**src/rtl/pwm_duty_ramp_ctrl.sv**
```systemverilog
// rtl/pwm_duty_ramp_ctrl.sv - slews applied PWM duty toward the SPI-written target at a programmable rate
// Defining PWM_RAMP_DONE_EN adds the ramp_done completion pulse output.
module pwm_duty_ramp_ctrl #(
  parameter int DUTY_W = 8,
  parameter int DIV_W  = 16,
  parameter int STEP_W = 4
) (
  input  logic              clk,
  input  logic              rst_n,
  input  logic [DUTY_W-1:0] target_duty,
  input  logic              target_valid,
  input  logic              ramp_en,
  input  logic [DIV_W-1:0]  ramp_div,
  input  logic [STEP_W-1:0] step_size,
  output logic [DUTY_W-1:0] duty_out,
`ifdef PWM_RAMP_DONE_EN
  output logic              busy,
  output logic              ramp_done
`else
  output logic              busy
`endif
);

  localparam int SW = DUTY_W + 1;

  typedef enum logic {S_IDLE, S_RAMP} state_e;

  state_e            state_q;
  logic [DUTY_W-1:0] duty_q;
  logic [DUTY_W-1:0] tgt_q;
  logic [DIV_W-1:0]  div_cnt_q;
  logic              ramp_en_q;
`ifdef PWM_RAMP_DONE_EN
  logic              done_q;
`endif

  logic [DUTY_W-1:0] tgt_eff;
  logic [SW-1:0]     step_ext;
  logic [SW-1:0]     sum_w;
  logic [SW-1:0]     diff_w;
  logic [DUTY_W-1:0] duty_d;
  logic              tick;

  // A target written this cycle takes priority so a coincident tick steps toward it.
  assign tgt_eff  = target_valid ? target_duty : tgt_q;
  assign step_ext = (step_size == '0) ? SW'(1) : SW'(step_size);
  assign sum_w    = {1'b0, duty_q} + step_ext;
  assign diff_w   = {1'b0, duty_q} - step_ext;
  assign tick     = (div_cnt_q >= ramp_div);

  // One extra bit catches wrap past either rail; both directions clamp at the target.
  always_comb begin
    duty_d = tgt_eff;
    if (tgt_eff > duty_q) begin
      if (sum_w < {1'b0, tgt_eff}) duty_d = sum_w[DUTY_W-1:0];
    end else begin
      if (!diff_w[DUTY_W] && (diff_w > {1'b0, tgt_eff})) duty_d = diff_w[DUTY_W-1:0];
    end
  end

  always_ff @(posedge clk or negedge rst_n) begin
    if (!rst_n) begin
      state_q   <= S_IDLE;
      duty_q    <= '0;
      tgt_q     <= '0;
      div_cnt_q <= '0;
      ramp_en_q <= 1'b0;
`ifdef PWM_RAMP_DONE_EN
      done_q    <= 1'b0;
`endif
    end else begin
      ramp_en_q <= ramp_en;
`ifdef PWM_RAMP_DONE_EN
      done_q    <= 1'b0;
`endif
      if (target_valid) tgt_q <= target_duty;

      if (!ramp_en) begin
        state_q <= S_IDLE;
        if (target_valid || (state_q == S_RAMP)) duty_q <= tgt_eff;
      end else if (state_q == S_IDLE) begin
        if ((target_valid || !ramp_en_q) && (tgt_eff != duty_q)) begin
          state_q   <= S_RAMP;
          div_cnt_q <= '0;
        end
      end else if (tgt_eff == duty_q) begin
        state_q <= S_IDLE;
      end else if (tick) begin
        duty_q    <= duty_d;
        div_cnt_q <= '0;
        if (duty_d == tgt_eff) begin
          state_q <= S_IDLE;
`ifdef PWM_RAMP_DONE_EN
          done_q  <= 1'b1;
`endif
        end
      end else begin
        div_cnt_q <= div_cnt_q + DIV_W'(1);
      end
    end
  end

  assign duty_out = duty_q;
  assign busy     = (state_q == S_RAMP);
`ifdef PWM_RAMP_DONE_EN
  assign ramp_done = done_q;
`endif

endmodule
```
**config.mk**
```make
export PLATFORM = sky130hd
export DESIGN_NAME = pwm_duty_ramp_ctrl
export DESIGN_NICKNAME = d
export VERILOG_FILES = /design/src/rtl/pwm_duty_ramp_ctrl.sv
export SDC_FILE = /design/constraint.sdc
export NUM_CORES = 1
export LEC_CHECK = 0
export CAP_MARGIN = 10
export CORE_MARGIN = 2
export CORE_UTILIZATION = 45
export CTS_CLUSTER_SIZE = 14
export DETAILED_ROUTE_END_ITERATION = 6
export GPL_ROUTABILITY_DRIVEN = 0
export PLACE_DENSITY = 0.69
export SLEW_MARGIN = 10
export SYNTH_ARGS = -nofsm -noshare
export SYNTH_HDL_FRONTEND = slang
export SYNTH_SLANG_ARGS = --single-unit
```
**constraint.sdc**
```tcl
create_clock -name clk -period 3.1 [get_ports clk]
set_input_delay 0.62 -clock clk [delete_from_list [all_inputs] [get_ports clk]]
set_output_delay 0.62 -clock clk [all_outputs]
set_load 0.02 [all_outputs]
```
After elaboration in Yosys (flattened, before gate mapping) --
Cells that the tools add are included.
Word-level totals: bits in registers 34, latch bits 0, memory bits (writable) 0, ROM bits 0, bits of input ports 32, output and inout port bits 9, logic and storage cells 50, memories 0
Cells by class: add/subtract/negate cells 3, multiply operators 0, div/mod/pow operators 0, order comparisons 4, eq/ne operators 7, shift-type cells 0, mux-type cells 20, bitwise gates (word level) 0, reduce and logical (&&, ||, !) cells 11
Operator list (number):
- $mux W8 | 9
- $mux W16 | 4
- $add A16 B1 Y16 const B | 1
- $eq A8 B8 Y1 | 2
- $ge A16 B16 Y1 | 1
- $add A8 B4 Y9 | 1
- $gt A9 B8 Y1 | 1
- $lt A9 B8 Y1 | 1
- $sub A8 B4 Y9 | 1
- $gt A8 B8 Y1 | 1
- $ne A8 B8 Y1 | 1
- $mux W1 | 6
- $logic_not A4 Y1 | 1
- $mux W4 | 1
- $ne A2 B1 Y1 const B | 2
- $ne A2 B2 Y1 const B | 2
- $reduce_and A4 Y1 | 1
- $reduce_bool A2 Y1 | 2
- $reduce_and A3 Y1 | 1
- $logic_and A1 B1 Y1 | 2
- $logic_not A1 Y1 | 2
- $logic_or A1 B1 Y1 | 2

Logic depth before layout (Yosys ltp) --
Gate-level depths: netlist of the first run.
depth after elaboration 13, mapped depth 19, mapped depth without buffers 18

Worst setup path before layout of the first run --
Ideal clock, no wire load.
path type in2reg, start in step_size[1], end reg duty_q[0] (netlist: duty_out[0]), setup time 0.080 ns, data arrival time 3.755 ns, required time 3.020 ns, slack -0.735 ns, stages 17, path buffers 0, cells stage by stage inv_1 a31o_2 ha_1 inv_1 fa_1 a21o_1 a2111oi_4 xnor2_1 ha_1 nand4_1 nor2_1 a21oi_1 o221ai_1 nor2_1 o21ai_2 mux2_1 mux2i_1
On the way: longest elaborated chain between the ends 11, elaborated cells on any way between the ends 15, classes of those cells add/sub: 2; order compare: 2; mux: 8; reduce/logical: 3
Ends and longest elaborated chain:
- start: declaration | RTL line 14 | input logic [STEP_W-1:0] step_size,
- $logic_not A4 Y1 | RTL line 46 | assign step_ext = (step_size == '0) ? SW'(1) : SW'(step_size);
- $mux W4 (*) | RTL line 46
- $sub A8 B4 Y9 | RTL line 48 | assign diff_w = {1'b0, duty_q} - step_ext;
- $gt A9 B8 Y1 / $logic_not A1 Y1 (equally long branches) | RTL line 57 | if (!diff_w[DUTY_W] && (diff_w > {1'b0, tgt_eff})) duty_d = diff_w[DUTY_W-1:0];
- $logic_and A1 B1 Y1 | RTL line 57
- $mux W8 | RTL line 57
- $mux W8 (*) | RTL line 54 | if (tgt_eff > duty_q) begin
- $mux W8 (*) | RTL line 88 | end else if (tick) begin
- $mux W8 (*) | RTL line 86 | end else if (tgt_eff == duty_q) begin
- $mux W8 (*) | RTL line 81 | end else if (state_q == S_IDLE) begin
- $mux W8 (*) | RTL line 78 | if (!ramp_en) begin
- end signal: assignment | RTL line 80 | if (target_valid || (state_q == S_RAMP)) duty_q <= tgt_eff;
- end signal: assignment | RTL line 89 | duty_q <= duty_d;
- end: declaration | RTL line 29 | logic [DUTY_W-1:0] duty_q;
Every way passes the cells marked *; elsewhere a longest branch is shown, timed or not. The select of a mux whose other input is x is not followed. A chain may end at the register's enable or synchronous reset.

Final worst setup path of the first run --
start in step_size[3], end reg state_q (netlist: busy)
On the way: longest elaborated chain between the ends 13, elaborated cells on any way between the ends 17, classes of those cells add/sub: 2; order compare: 2; eq/ne: 1; mux: 9; reduce/logical: 3
Ends and longest elaborated chain:
- $logic_not A4 Y1 | RTL line 46
- $mux W4 (*) | RTL line 46
- $sub A8 B4 Y9 | RTL line 48
- $gt A9 B8 Y1 / $logic_not A1 Y1 (equally long branches) | RTL line 57
- $logic_and A1 B1 Y1 | RTL line 57
- $mux W8 | RTL line 57
- $mux W8 (*) | RTL line 54
- $eq A8 B8 Y1 (*) | RTL line 91 | if (duty_d == tgt_eff) begin
- $mux W1 (*) | RTL line 91
- $mux W1 (*) | RTL line 88
- $mux W1 (*) | RTL line 86
- $mux W1 (*) | RTL line 81
- $mux W1 (*) | RTL line 78
- end signal: assignment | RTL line 79 | state_q <= S_IDLE;
- end signal: assignment | RTL line 83 | state_q <= S_RAMP;
- end signal: assignment | RTL line 87 | state_q <= S_IDLE;
- end: declaration | RTL line 28 | state_e state_q;
Every way passes the cells marked *; elsewhere a longest branch is shown, timed or not.

==> summary.txt, run 1 <==
DETAILED ROUTING
----------------------------------------------------------------------------------
Via count                                                                     3348
Sum of routed wire length over all layers                                  9.53 mm
Remaining DRCs                                                                   0
Routed length per instance                                            15.4 microns
Detailed-routing iteration count for the pre-antenna-repair pass                 4
Initial detailed-routing violation count                                       193
Vias/cell                                                                     5.42
Antenna violation net count after detailed routing                               0

WORST SETUP PATH
----------------------------------------------------------------------------------
Required time at the worst-slack endpoint                                  3.27 ns
Critical path cell sequence                                           buf_8 -> inv_4 -> a31o_4 -> ha_4 -> inv_2 -> fa_2 -> a21o_1 -> a2111oi_4 -> xnor2_2 -> ha_1 -> o21a_1 -> nor2_1 -> a21oi_1 -> o221ai_2 -> buf_4 -> nand2b_4 -> o221ai_2 -> nand4_1 -> a22o_1
Launching element type of the critical path                             input port
Number of buffers and inverters on the critical path                             4
Critical-path top delay cell                                          sky130_fd_sc_hd__a2111oi_4
Setup Crit Path Kind                                                  input port to flip-flop
Arrival time at the worst endpoint                                         3.85 ns
Crit path largest cell delay                                               0.37 ns
Reg-to-reg startpoint                                                  duty_out[0]
Worst setup EP type                                                      flip-flop
CP delay by family, top                                               compound AO/OA/AOI/OAI gates
Max FO, Critical Path                                                            5
Most common cell type on the critical path                            sky130_fd_sc_hd__o221ai_2
Worst Setup SP                                                        step_size[3]
Slack of the worst reg-to-reg path                                        -0.48 ns

STA
----------------------------------------------------------------------------------
Fmax                                                                       271 MHz
RSZ-0062 raised after global routing                                           yes
Fin Hold WS                                                               0.510 ns
Measured slew at the worst slew-check pin                                 0.430 ns
Endpoints failing hold                                                           0
Max Clock Skew                                                          0.00819 ns
Final worst path period share                                                 119%
Worst slew margin                                                            71.3%
Slew Viols, Final                                                                0
Worst-case setup margin in the final layout                              -0.585 ns
Final critical path time including I/O delays and setup                    3.68 ns
Setup-violating endpoint count in the final report                               9

POWER
----------------------------------------------------------------------------------
Pwr/cell area                                                         1030 nW/um^2
Fraction of power consumed by the clock network                               6.7%
Relative contribution of sequential cells to total power                     12.3%
Reported leakage power                                                     2.38 nW
Worst ir drop on vdd                                                      0.730 mV
Share of total power in combinational logic                                  81.0%
Switching fraction of total power                                            44.8%
Switching power                                                          0.00229 W
Total Power                                                              0.00511 W
Int Pwr                                                                  0.00282 W

OUTCOME
----------------------------------------------------------------------------------
Violated checks                                                       setup timing
Run status                                                            finished, violations left

FINAL LAYOUT
----------------------------------------------------------------------------------
Post-route cell area                                                    4950 sq um
Number of antenna repair diodes                                                  0
Share of final-layout standard cells stronger than drive strength 1          33.3%
Count of non-filler cells in the finished layout                               618
Final-stage net count                                                          600
Most common library cell in the layout ignoring fill and taps         sky130_fd_sc_hd__buf_4
Area growth syn-to-layout                                                    49.8%
Top library cells by usage in the layout, fill and taps aside         94 x sky130_fd_sc_hd__buf_4, 44 x sky130_fd_sc_hd__ha_1, 35 x sky130_fd_sc_hd__inv_1, 35 x sky130_fd_sc_hd__clkdlybuf4s50_1, 34 x sky130_fd_sc_hd__dfrtp_1

FLOORPLAN
----------------------------------------------------------------------------------
Die Span Y                                                            89.7 microns
Overall die area                                                        8040 sq um
Core Footprint                                                          7180 sq um
X dimension of the die                                                89.7 microns
Standard-cell row count                                                         31
Starting density of the core                                                 46.1%
Number of ports placed on the die boundary                                      41

SYNTHESIS
----------------------------------------------------------------------------------
Top cell type by total area after synthesis                           sky130_fd_sc_hd__dfrtp_1
Number of enable flip-flop cells after synthesis                                 0
Register bit total from synthesis                                               34
Share of the synthesized area in the top cell type                           25.7%
Synth Flop Type                                                       sky130_fd_sc_hd__dfrtp_1
Mapped Area                                                             3300 sq um
Number of synthesis warnings                                                     0
Main area contributors after synthesis                                sky130_fd_sc_hd__dfrtp_1 26%, sky130_fd_sc_hd__ha_1 18%, sky130_fd_sc_hd__inv_1 4.4%
Fraction of registers with async set/reset                                    100%
Average cell area after synthesis                                       8.74 sq um
Share of synthesized area occupied by flip-flops and latches                 25.7%
Nets in the synthesized netlist                                                460
Number of standard cells after synthesis                                       378
Count of cell types in the netlist                                              59

PLACEMENT
----------------------------------------------------------------------------------
Placed cell count                                                              595
Estimated wirelength of the detail-placed design                           7.30 mm
Total of buffers placed on input and output ports                               40
Cell area after placement                                               4520 sq um

CTS
----------------------------------------------------------------------------------
TritonCTS clock tree                                                          done
Hold buffers post-CTS                                                            0
Clk pin slew, worst setup/hold paths                                       0.06 ns
Count of H-tree levels built during CTS                                          2
Maximum clock path buffer count                                                  2
Root cell of the clock tree                                           sky130_fd_sc_hd__clkbuf_8
Clock buffer count from CTS                                                      5
Clock latency on the worst-skew pair                                       0.29 ns
CTS sink count                                                                  34

GRT
----------------------------------------------------------------------------------
Antenna violations before repair                                                 0
Gr usage total                                                               24.5%
Vias in the first global route                                                3290
Pin count of the biggest net entering global routing                            35
Global-route wire length before repair                                     15.2 mm
Remaining Overflow, GRT                                                          0

JOB
----------------------------------------------------------------------------------
Maxcap violations                                                                0

MIN PATH
----------------------------------------------------------------------------------
Startpoint of the most critical hold path                                 tgt_q[3]
Path type of the worst min-delay path                                 flip-flop to flip-flop

## path summary, 6_finish.rpt
check,end,cells after the start
worst min register to register,tgt_q[3],2
worst min-delay path,tgt_q[3],2
worst max-delay path,busy,19
worst max register to register,busy,17
max in group asynchronous,tgt_q[7],2
min in group asynchronous,div_cnt_q[3],2
## cell usage after synthesis, drive strengths merged, types with 2 or more instances
cell type	n
xor2	7
and3	8
nand2	11
o2bb2ai	2
clkbuf	4
a31oi	3
nand2b	12
o221ai	5
a21oi	25
a21o	6
o21ai	30
or2	3
inv	40
xnor2	14
dfrtp	34
nand3	8
o22ai	5
nor3	2
o211ai	2
a22o	5
a22oi	2
buf	4
nor2	34
nand4	11
mux2i	15
o31ai	2
fa	2
or3	2
ha	48
mux2	4
nor2b	4
a211oi	6
## cell type report
type	instances	area, sq um
clock buffers	7	86.3
well taps	99	124
multi-input cells	296	2530
inverters	41	166
fillers	552	2230
clock inverters	1	5.00
repair buffers	140	1180
flip-flops and latches	34	851
## routing by layer
metal / share of wire, % / global-route usage, %
met5: 0 / 0
met4: 2.8 / 9.36
met2: 51 / 44.9
met3: 4.0 / 2.38
met1: 42 / 29.5
## what timing repair did
action	in CTS	in global routing
pin swaps	21	31
setup buffers	9	5
setup endpoints to repair	11	24
gates cloned	1	0
gates resized for setup	43	30
## logic make-up (layout without fill, tap and decap cells)
group                      after synthesis  after routing  synth area share (%)
AOI/OAI and AO/OA                      106            106                  22.1
xor gates and xnor gates                21             21                  5.57
adders and majority gates               50             50                  19.4
buffers and inverters                   49            189                  5.98
DFF                                     34             34                  25.7
muxes                                   19             19                  6.02
and+or+nand+nor                         99            100                  15.2
## registers in the layout, indices dropped and copies added (netlist names)
register	flops
busy	1
duty_out	8
div_cnt_q	16
ramp_en_q	1
tgt_q	8
## metrics by stage
| stage | setup slack, ns | TNS [ns] | util [%] |
|---|---|---|---|
| global placement | -1.19 | -13.31 | 62.9 |
| global route | -0.763 | -5.31 | 69.0 |
| finish | -0.585 | -4.34 | 69.0 |
| floorplan | -0.504 | -3.98 | - |
| CTS | -0.569 | -4.41 | 66.9 |
| detailed placement | -1.28 | -14.83 | 62.9 |
## power by group through the flow
stage	logic (W)	registers (W)	clock network (W)
after floorplan	0.00194	0.000697	0
after global placement	0.00338	0.000631	0
after detailed placement	0.00345	0.000628	0
after CTS	0.00382	0.000625	0.000353
after global routing	0.00444	0.000642	0.000378
final	0.00414	0.000629	0.000342
## tightest hold or removal path, delay by kind of cell (launching register included)
kind	cells	cell delay, ns
DFF	1	0.32
muxes	1	0.08
buffers and inverters	1	0.07
Power figures use the tool's default switching activity.
==> run 2: changes to the inputs <==
--- a/config.mk
+++ b/config.mk
@@ -11,7 +11,8 @@
 export CTS_CLUSTER_SIZE = 14
 export DETAILED_ROUTE_END_ITERATION = 6
 export GPL_ROUTABILITY_DRIVEN = 0
-export PLACE_DENSITY = 0.69
+export PLACE_DENSITY = 0.67
+export SKIP_LAST_GASP = 1
 export SLEW_MARGIN = 10
 export SYNTH_ARGS = -nofsm -noshare
 export SYNTH_HDL_FRONTEND = slang
==> constraint.sdc (replaced) <==
create_clock -name clk -period 4.63 [get_ports clk]
set_input_delay 0.926 -clock clk [delete_from_list [all_inputs] [get_ports clk]]
set_output_delay 0.926 -clock clk [all_outputs]
set_load 0.02 [all_outputs]
==> run 2 against run 1 <==
  * The flow now finishes without violations
  * Register-to-register slack better by 1.4 ns
  * Utilization is 7.8 points lower
  * Combinational power is 46% lower
  * Clock skew is 0.0025 ns lower
  * Clock-buffer cell count stayed put
==> summary.txt, run 2 (synthesized netlist as in run 1, its figures left out) <==
CTS
----------------------------------------------------------------------------------
CTS sink count                                                                  34
Clk pin slew, worst setup/hold paths                                       0.08 ns
Root cell of the clock tree                                           sky130_fd_sc_hd__clkbuf_8
Clock latency on the worst-skew pair                                       0.29 ns
Maximum clock path buffer count                                                  2
TritonCTS clock tree                                                          done
Count of H-tree levels built during CTS                                          2
Clock buffer count from CTS                                                      5

FINAL LAYOUT
----------------------------------------------------------------------------------
Most common library cell in the layout ignoring fill and taps         sky130_fd_sc_hd__buf_4
Seq. cell area                                                           851 sq um
Top library cells by usage in the layout, fill and taps aside         52 x sky130_fd_sc_hd__buf_4, 47 x sky130_fd_sc_hd__ha_1, 37 x sky130_fd_sc_hd__inv_1, 37 x sky130_fd_sc_hd__clkdlybuf4s50_1, 34 x sky130_fd_sc_hd__dfrtp_1
Final Core Density                                                           61.2%
Final-stage net count                                                          552
Area growth syn-to-layout                                                    32.9%
Number of antenna repair diodes                                                  0
Largest register FFs                                                            16
Count of non-filler cells in the finished layout                               570
FILL cells                                                                     632
Register name with the most flops                                        div_cnt_q
Combined area of the multi-input logic cells                            2360 sq um
Share of final-layout standard cells stronger than drive strength 1          19.3%

DETAILED ROUTING
----------------------------------------------------------------------------------
Via count                                                                     3132
Antenna violation net count after detailed routing                               0
Detailed-routing iteration count for the pre-antenna-repair pass                 5
Sum of routed wire length over all layers                                  8.67 mm
Remaining DRCs                                                                   0
Routed length per instance                                            15.2 microns
Initial detailed-routing violation count                                       137
Vias/cell                                                                     5.49

FLOORPLAN
----------------------------------------------------------------------------------
X dimension of the die                                                89.7 microns
Die Span Y                                                            89.7 microns
Starting density of the core                                                 46.1%
Standard-cell row count                                                         31
Number of ports placed on the die boundary                                      41
Core Footprint                                                          7180 sq um
Overall die area                                                        8040 sq um

WORST SETUP PATH
----------------------------------------------------------------------------------
Crit path largest cell delay                                               0.48 ns
Arrival time at the worst endpoint                                         4.68 ns
R2R depth                                                                       15
Launching element type of the critical path                             input port
Required time at the worst-slack endpoint                                  4.81 ns
Critical path cell sequence                                           clkdlybuf4s50_1 -> a31o_4 -> ha_4 -> fa_2 -> nand2b_4 -> a211oi_2 -> xnor2_1 -> ha_1 -> a21oi_2 -> nand2b_1 -> o41ai_4 -> nand2_2 -> a221o_1 -> o21ai_1 -> a21oi_1 -> mux2_2
Max FO, Critical Path                                                            4
Worst setup EP type                                                      flip-flop
Critical-path top delay cell                                          sky130_fd_sc_hd__o41ai_4
Setup Crit Path Kind                                                  input port to flip-flop

STA
----------------------------------------------------------------------------------
Slew Viols, Final                                                                0
Final critical path time including I/O delays and setup                    4.49 ns
Measured slew at the worst slew-check pin                                 0.530 ns
Worst-case setup margin in the final layout                               0.136 ns
Fmax                                                                       223 MHz
Worst slew margin                                                            64.5%
Endpoints failing hold                                                           0
Setup-violating endpoint count in the final report                               0
Max Clock Skew                                                          0.00573 ns
RSZ-0062 raised after global routing                                            no
Final worst path period share                                                97.1%
Setup TNS                                                                     0 ns

GRT
----------------------------------------------------------------------------------
Gr usage total                                                               22.4%
Remaining Overflow, GRT                                                          0
Vias in the first global route                                                3074
Global-route wire length before repair                                     14.0 mm
Antenna violations before repair                                                 0
Pin count of the biggest net entering global routing                            35

POWER
----------------------------------------------------------------------------------
Reported leakage power                                                     2.13 nW
Worst ir drop on vdd                                                      0.483 mV
Pwr/cell area                                                          668 nW/um^2

MIN PATH
----------------------------------------------------------------------------------
Instance count along the most critical hold path                                 2
Path type of the worst min-delay path                                 flip-flop to flip-flop

PLACEMENT
----------------------------------------------------------------------------------
Estimated wirelength of the detail-placed design                           6.72 mm
Worst slack after detailed placement                                     -0.347 ns
Total of buffers placed on input and output ports                               40
Placed cell count                                                              557

JOB
----------------------------------------------------------------------------------
Maxcap violations                                                                0

OUTCOME
----------------------------------------------------------------------------------
Run status                                                            finished clean

[run 2: cell count changes in the layout (fill, tap and decap cells not counted), moves of 4 or more]
| cell | previous run | this run |
|---|---|---|
| sky130_fd_sc_hd__buf_4 | 94 | 52 |
| sky130_fd_sc_hd__o221ai_2 | 5 | 1 |
| sky130_fd_sc_hd__mux2i_1 | 10 | 14 |
| sky130_fd_sc_hd__o221ai_1 | 0 | 4 |
| sky130_fd_sc_hd__buf_6 | 7 | 1 |
[run 2: final cells by class]
cell class                      count  share of cell area (%)
Clock buffer                        7                    1.97
Inverter                           41                    3.50
Sequential cell                    34                    19.4
Multi-Input combinational cell    295                    53.8
Timing Repair Buffer               93                    18.4
Clock inverter                      1                   0.114
Tap cell                           99                    2.82
[run 2: worst max-delay path: cells and delay by family]
family | cells | cell delay (ns)
and+or+nand+nor | 3 | 0.38
AOI/OAI and AO/OA | 7 | 1.49
muxes | 1 | 0.29
xor gates and xnor gates | 1 | 0.25
buffers and inverters | 1 | 0.42
adders and majority gates | 3 | 0.90
[run 2: through the flow]
step	hold WS (ns)	area (sq um)	total power [W]
after global placement	0.487	4150	0.00242
after global routing	0.547	4390	0.00318
final	0.503	4390	0.00293
after CTS	0.511	4240	0.00271
after floorplan	0.494	3300	0.00167
after detailed placement	0.493	4150	0.00245
[run 2: timing repair]
action,in CTS,in global routing
gates resized for setup,1,27
buffers inserted,0,5
setup endpoints to repair,1,9
hold buffers,0,0
pin swaps,0,15
[run 2: worst paths after layout]
| path | from | to | slack (ns) |
|---|---|---|---|
| max | step_size[0] | duty_out[6] | 0.14 |
| min | tgt_q[1] | tgt_q[1] | 0.50 |
| min reg2reg | tgt_q[1] | tgt_q[1] | 0.50 |
| min in group asynchronous | rst_n | div_cnt_q[2] | 1.06 |
| max in group asynchronous | rst_n | ramp_en_q | 3.25 |
| max reg2reg | duty_out[2] | duty_out[6] | 0.91 |
[run 2: report_power, final]
group	internal [W]	switching (W)
Clock	0.000120	0.000117
Sequential	0.000355	0.000103
Combinational	0.00110	0.00114
[run 2: routing by layer]
metal  vias up  part of all wire, %  track usage [%]
li1       1561                    -                -
met3        24                  3.9             2.10
met2        94                   48             38.6
met1      1453                   44             28.8
met5         -                    0                0
met4         0                  3.7             9.36
